### src/rtl/ccff_shadow_bank.sv
// Configuration-memory bank: a serial shadow chain loaded bit by bit, and an
// active register that the fabric sees. The active register changes only on an
// accepted commit, so the fabric never sees a half-shifted configuration.
module ccff_shadow_bank #(
  parameter int NUM_BITS   = 32,
  parameter bit PARITY_EN  = 1'b1,
  parameter bit STRICT_LEN = 1'b1,
  localparam int CW        = $clog2(NUM_BITS + 1)
) (
  input  logic                prog_clk,
  input  logic                prog_reset_n,
  input  logic                ccff_head,
  input  logic                shift_en,
  input  logic                commit,
  input  logic                clear_cnt,
  input  logic                commit_parity,
  output logic                ccff_tail,
  output logic [NUM_BITS-1:0] mem_out,
  output logic [NUM_BITS-1:0] mem_outb,
  output logic [CW-1:0]       bit_cnt,
  output logic                overshift,
  output logic                commit_ok,
  output logic                commit_err
);

  localparam logic [CW-1:0] FULL_CNT = CW'(NUM_BITS);

  logic [NUM_BITS-1:0] r_shadow;
  logic [NUM_BITS-1:0] r_active;
  logic [CW-1:0]       r_cnt;
  logic                r_over;
  logic                r_par;
  logic                r_ok;
  logic                r_err;

  logic w_full;
  logic w_len_ok;
  logic w_par_ok;
  logic w_accept;
  logic w_reject;

  // Acceptance is judged on the pre-clear state; a commit that collides with
  // a shift is always refused because the shadow is moving under it.
  always_comb begin
    w_full   = (r_cnt == FULL_CNT);
    w_len_ok = !STRICT_LEN || (w_full && !r_over);
    w_par_ok = !PARITY_EN || (r_par == commit_parity);
    w_accept = commit && !shift_en && w_len_ok && w_par_ok;
    w_reject = commit && !w_accept;
  end

  // Shadow chain: keeps shifting even past NUM_BITS so cascaded banks load.
  always_ff @(posedge prog_clk or negedge prog_reset_n) begin
    if (!prog_reset_n)
      r_shadow <= '0;
    else if (shift_en)
      r_shadow <= {r_shadow[NUM_BITS-2:0], ccff_head};
  end

  // Active bits: copied from the shadow only on an accepted commit.
  always_ff @(posedge prog_clk or negedge prog_reset_n) begin
    if (!prog_reset_n)
      r_active <= '0;
    else if (w_accept)
      r_active <= r_shadow;
  end

  // Bit counter, sticky overshift and running parity; clear and accepted
  // commit both take priority over a simultaneous shift.
  always_ff @(posedge prog_clk or negedge prog_reset_n) begin
    if (!prog_reset_n) begin
      r_cnt  <= '0;
      r_over <= 1'b0;
      r_par  <= 1'b0;
    end else if (w_accept || clear_cnt) begin
      r_cnt  <= '0;
      r_over <= 1'b0;
      r_par  <= 1'b0;
    end else if (shift_en) begin
      r_par <= r_par ^ ccff_head;
      if (w_full)
        r_over <= 1'b1;
      else
        r_cnt <= r_cnt + 1'b1;
    end
  end

  // One-cycle result pulses, registered off the commit edge.
  always_ff @(posedge prog_clk or negedge prog_reset_n) begin
    if (!prog_reset_n) begin
      r_ok  <= 1'b0;
      r_err <= 1'b0;
    end else begin
      r_ok  <= w_accept;
      r_err <= w_reject;
    end
  end

  assign ccff_tail  = r_shadow[NUM_BITS-1];
  assign mem_out    = r_active;
  assign mem_outb   = ~r_active;
  assign bit_cnt    = r_cnt;
  assign overshift  = r_over;
  assign commit_ok  = r_ok;
  assign commit_err = r_err;

endmodule

### config.mk
export PLATFORM = sky130hd
export DESIGN_NAME = ccff_shadow_bank
export DESIGN_NICKNAME = d
export VERILOG_FILES = /design/src/rtl/ccff_shadow_bank.sv
export SDC_FILE = /design/constraint.sdc
export NUM_CORES = 1
export LEC_CHECK = 0
export CELL_PAD_IN_SITES_DETAIL_PLACEMENT = 1
export CELL_PAD_IN_SITES_GLOBAL_PLACEMENT = 1
export CORE_ASPECT_RATIO = 1.5
export CORE_MARGIN = 8
export CORE_UTILIZATION = 41
export CTS_CLUSTER_DIAMETER = 40
export DETAILED_ROUTE_END_ITERATION = 16
export PLACE_DENSITY_LB_ADDON = 0.1
export RECOVER_POWER = 25
export SKIP_LAST_GASP = 1
export SYNTH_ARGS = -nofsm -noshare
export SYNTH_HDL_FRONTEND = slang
export SYNTH_SLANG_ARGS = --single-unit
### constraint.sdc
create_clock -name prog_clk -period 5.6 [get_ports prog_clk]
set_input_delay 1.12 -clock prog_clk [delete_from_list [all_inputs] [get_ports prog_clk]]
set_output_delay 1.12 -clock prog_clk [all_outputs]
set_load 0.01 [all_outputs]
==> key figures, run 1 <==
Floorplan
  • Core area: 7180 µm²
  • Io pins: 81
  • # rows: 38
  • Die area: 10,400 µm²
  • Die width: 86.2 µm
  • Initial Util: 42.2%
  • DIE HEIGHT: 121 µm

Worst setup path
  • Crit end category: flop
  • Critical Path AT: 3430 ps
  • WP data required: 5830 ps
  • Crit Path Class: in2reg
  • Crit path cell chain: buf_2, or3b_4, nor4b_4, buf_4, mux2_2
  • Startpoint class of the critical path: primary input
  • CP max-delay cell: or3b_4
  • Worst Path Max Fanout: 43
  • CP peak stage delay: 540 ps

Synthesis
  • Post-synth EDFFs: 0
  • Main synth FF type: dfrtp_1
  • Syn nets: 229
  • Post-synth ARST share: 100%
  • Register bit total from synthesis: 74
  • Netlist cell types: 32
  • Commonest cells in the netlist: dfrtp_1, mux2_2, inv_1
  • Synth warnings: 0
  • Sequential-to-total area share from yosys stat: 61.2%
  • Synth area leader: dfrtp_1
  • Cells after Synth: 220
  • Area share of the largest cell type after synthesis: 61.2%
  • Syn_area_per_cell: 13.8 µm²
  • Synth top area cells: dfrtp_1, mux2_2, mux2_1, inv_1, buf_6
  • Synthesized cell area: 3030 µm²
  • Most frequent cell after synthesis: dfrtp_1

STA
  • Setup TNS: 0 ps
  • Tmin final: 3200 ps
  • Rel. slew slack: 38.9%
  • Hold Fails Final Rpt: 0
  • RSZ-0062 raised after global routing: no
  • Fin worst setup slack: 2400 ps
  • Worst-margin pin slew: 916 ps
  • Count of final max-slew check failures: 0
  • Period utilisation layout: 57.2%
  • Clock Skews: 8.61 ps
  • Highest clock rate: 312 MHz
  • Final setup fails: 0

Clock tree
  • CTS Root Cell: clkbuf_8
  • CTS buffer count: 9
  • Clock Latency Late Sink: 350 ps
  • Clk pin slew, worst setup/hold paths: 80 ps
  • CTS sink count: 74
  • CTS tree: built
  • Post-CTS setup buffer count: 0
  • Hold-fix buffers, CTS: 0
  • Post-CTS sizing: 0
  • Number of H-tree levels: 3
  • Max clock buf depth: 2

Pwr
  • VDD IR max: 168 µV
  • Power Density: 307 nW/µm²
  • Leakage power: 0.00183 µW

Outcome
  • Status: finished, final reports clean

Placement
  • Placed Instances: 391
  • I/O Buffers: 80
  • Post-DP HPWL: 4360 µm
  • Pre-CTS setup slack: 1990 ps
  • GPL Wtd Cong: 0.733
  • Placed cell area: 3890 µm²

Hold path
  • Min-Delay Path Class: reg2reg

Cells and area
  • Fin area: 4100 µm²
  • N_diodes: 0
  • NumNets Final: 311
  • Final cell count without fillers: 406
  • Utilization after layout: 57.0%
  • Area grow syn2layout: 35.3%
  • Share of post-route cells with drive strength above 1: 22.2%

GRT
  • Vias in the first global route: 2,059
  • GR Util All Layers: 12.8%
  • Grt total ovfl: 0
  • Largest net degree at the start of global routing: 75
  • First-pass GRT wire length: 10,400 µm
  • Initial antenna violation count: 0

Route
  • Via count: 1,922
  • Final ANT Viol Nets: 0
  • Routed wire length: 6300 µm
  • Vias per Instance: 4.73
  • DR DRC count: 0
  • Pre-antenna DRT Iters: 4
  • Routed wire per std cell: 15.5 µm
  • 1st-iter DRT viols: 113

Job
  • Max Cap Viol: 0
==> through the flow <==
stage                     total power, µW  hold slack, ps
after global routing                 1320             528
after CTS                            1280             518
after global placement                826             497
after floorplan                       776             477
final                                1260             513
after detailed placement              833             504
==> logic make-up (layout without fill, tap and decap cells) <==
family                   after synthesis  count (layout)  share of synthesized area, %
adder cells (fa/ha/maj)                2               2                         0.827
AND/OR/NAND/NOR                       20              20                          4.26
buffers and inverters                 46             132                          6.57
XOR/XNOR                               4               4                          1.16
flip-flops                            74              74                          61.2
multiplexers                          63              63                          23.4
AO/OA/AOI/OAI                         11              11                          2.60
==> layout by cell type (no fill, tap or decap), drive strengths merged, types with 2 or more instances in the layout <==
cell type	synthesis	routed
nand2	5	5
clkinv	0	2
dfrtp	74	74
a21oi	2	2
nor2	3	3
nand3	2	2
mux2	62	62
bufinv	0	2
buf	5	3
o21ai	2	2
inv	36	37
ha	2	2
nand4	2	2
nor3	2	2
clkdlybuf4s50	0	78
clkbuf	5	10
xor2	3	3
==> power breakdown <==
part           total, µW  internal, µW  switching [µW]
combinational        125          81.4            43.8
sequential           693           625            67.7
clock                439           249             190
total               1260           955             301
==> cell type report <==
class,instances,area (µm²)
clock inverter,5,78.8
timing repair buffer,81,801
tap,100,125
fill,704,3080
clock buffer,10,128
inverter,36,135
sequential,74,1850
multi-input combinational,100,976
==> worst paths after layout <==
| kind | cells after the start | startpoint | to | slack (ps) |
|---|---|---|---|---|
| max in group asynchronous | 1 | prog_reset_n | mem_out[18] | 4110 |
| min reg2reg | 1 | r_shadow[0] | r_shadow[1] | 510 |
| max | 5 | shift_en | mem_out[7] | 2400 |
| min in group asynchronous | 1 | prog_reset_n | bit_cnt[2] | 900 |
| min | 1 | r_shadow[0] | r_shadow[1] | 510 |
| max reg2reg | 6 | bit_cnt[0] | mem_out[7] | 3030 |
==> routing by layer <==
metal / global-route usage (%) / vias up / wire, µm
li1: - / 891 / -
met5: 0 / - / 0
met1: 15.5 / 964 / 2800
met2: 19.6 / 58 / 3010
met4: 6.17 / 0 / 110
met3: 4.54 / 9 / 380
==> worst max-delay path: cells and delay by family <==
kind / cells / cell delay, ps
buffers and inverters: 2 / 870
multiplexers: 1 / 390
AND/OR/NAND/NOR: 2 / 1040
==> registers in the layout (all words and copies together) (netlist names) <==
register    count
bit_cnt         6
overshift       1
r_par           1
mem_out        32
r_shadow       32
commit_err      1
commit_ok       1
Note: power is estimated with default switching activity, not from simulation.
==> run 2: changes to the inputs <==
Settings changed: CORE_UTILIZATION 41 to 38.
Clock period 5.6 ns to 3.1 ns, I/O delays scaled along.
==> key figures, run 2 (synthesized netlist as in run 1, its figures left out) <==
GRT
  • Initial antenna violation count: 0
  • Grt total ovfl: 0
  • Met1 usage: 14.9%
  • Vias in the first global route: 2,137
  • Grt peak-use layer: met2
  • First-pass GRT wire length: 11,100 µm
  • GR Util All Layers: 13.1%
  • GRT met3 Usage: 4.85%
  • Largest net degree at the start of global routing: 75
  • Met2 GRT Util: 20.6%

Clock tree
  • CTS Root Cell: clkbuf_16
  • Clk pin slew, worst setup/hold paths: 50 ps
  • Post-CTS setup buffer count: 0
  • CTS sink count: 74
  • CTS buffer count: 9
  • Max clock buf depth: 2
  • Clock Latency Late Sink: 330 ps
  • Hold-fix buffers, CTS: 0
  • CTS tree: built
  • Post-CTS sizing: 0
  • Number of H-tree levels: 3

Route
  • Vias per Instance: 4.75
  • Via count: 1,965
  • Routed wire length: 6570 µm
  • 1st-iter DRT viols: 61
  • Pre-antenna DRT Iters: 4
  • Final ANT Viol Nets: 0
  • DR DRC count: 0
  • Routed wire per std cell: 15.9 µm

Job
  • Max Cap Viol: 1

Worst setup path
  • Crit path cell chain: clkdlybuf4s50_1, or3b_4, nor4b_4, buf_4, mux2_2
  • CP peak stage delay: 470 ps
  • Crit end category: flop
  • CP max-delay cell: clkdlybuf4s50_1
  • Critical Path AT: 2490 ps
  • Worst Path Max Fanout: 25
  • Startpoint class of the critical path: primary input
  • Buffer and inverter count on the worst path: 2
  • WP data required: 3310 ps
  • Crit Path Class: in2reg
  • CP top delay family: buffers and inverters

STA
  • Worst-margin pin slew: 1770 ps
  • Tmin final: 2280 ps
  • Period utilisation layout: 73.4%
  • Fin worst setup slack: 824 ps
  • RSZ-0062 raised after global routing: no
  • Rel. slew slack: -18.1%
  • Setup TNS: 0 ps
  • Highest clock rate: 439 MHz
  • Count of final max-slew check failures: 75
  • Final setup fails: 0
  • Hold Fails Final Rpt: 0
  • Clock Skews: 3.99 ps

Pwr
  • Sw Ratio: 23.3%
  • Psw: 558 µW
  • Internal power: 1840 µW
  • VDD IR max: 347 µV
  • Comb pwr share: 9.5%
  • Power Density: 574 nW/µm²
  • Flop pwr share: 52.2%
  • Clk network pwr share: 38.3%
  • Leakage power: 0.00187 µW

Outcome
  • Violated checks: capacitance limit, slew limit
  • Status: finished with violations

Cells and area
  • NumNets Final: 313
  • Share of post-route cells with drive strength above 1: 22.3%
  • Area grow syn2layout: 37.9%
  • Commonest non-fill, non-tap cell in the layout: clkdlybuf4s50_1
  • Most frequent cells in the layout: clkdlybuf4s50_1, dfrtp_1, mux2_2
  • Final cell count without fillers: 414
  • N_diodes: 0

Placement
  • GPL Wtd Cong: 0.706
  • Post-DP HPWL: 4450 µm
  • Placed Instances: 398
  • I/O Buffers: 80
  • Pre-CTS setup slack: 480 ps

Floorplan
  • Core area: 7860 µm²
  • DIE HEIGHT: 125 µm
  • # rows: 40
  • Initial Util: 38.5%
  • Die area: 11,100 µm²
  • Io pins: 81
  • Die width: 88.9 µm

Hold path
  • Min-Delay Path Class: reg2reg
[run 2: cell count changes in the layout (fill, tap and decap cells not counted), sizes merged]
| cell | before | now |
|---|---|---|
| buf | 3 | 4 |
| clkbuf | 10 | 14 |
| clkinv | 2 | 3 |
| bufinv | 2 | 0 |
| inv | 37 | 36 |
[run 2: path summary, 6_finish.rpt]
| check | endpoint | slack (ps) | cells past startpoint | from |
|---|---|---|---|---|
| max in group asynchronous | r_par | 1280 | 1 | prog_reset_n |
| worst min register to register | mem_out[29] | 510 | 1 | mem_out[29] |
| worst max register to register | mem_out[15] | 860 | 6 | bit_cnt[0] |
| worst min-delay path | mem_out[29] | 510 | 1 | mem_out[29] |
| worst max-delay path | mem_out[15] | 820 | 5 | commit |
| min in group asynchronous | r_shadow[28] | 760 | 1 | prog_reset_n |
[run 2: layer usage]
metal / vias up / wire length, µm / part of all wire (%)
met4: 0 / 110 / 1.7
met2: 61 / 3350 / 51
met3: 5 / 411 / 6.3
met1: 1001 / 2690 / 41
met5: - / 0 / 0
li1: 898 / - / -
[run 2: final cells by class]
cell class | instances | area [µm²]
clock buffers | 13 | 250
clock inverters | 3 | 15.0
fillers | 832 | 3680
inverters | 36 | 135
multi-input cells | 100 | 976
flip-flops and latches | 74 | 1850
well taps | 105 | 131
repair buffers | 83 | 813
[run 2: through the flow]
step | util, % | power, µW | hold slack, ps | instance area [µm²]
after floorplan | - | 1400 | 324 | 3030
after global placement | 49.8 | 1490 | 493 | 3910
after detailed placement | 49.8 | 1500 | 502 | 3910
after CTS | 53.1 | 2450 | 462 | 4180
after global routing | 53.1 | 2530 | 543 | 4170
final | 53.1 | 2400 | 510 | 4170
[run 2: power by group through the flow]
stage	Sequential [µW]	Clock (µW)	Combinational, µW
floorplan	1220	0	176
global route	1280	995	255
detailed placement	1270	0	232
global placement	1270	0	223
CTS	1260	956	235
finish	1250	918	227
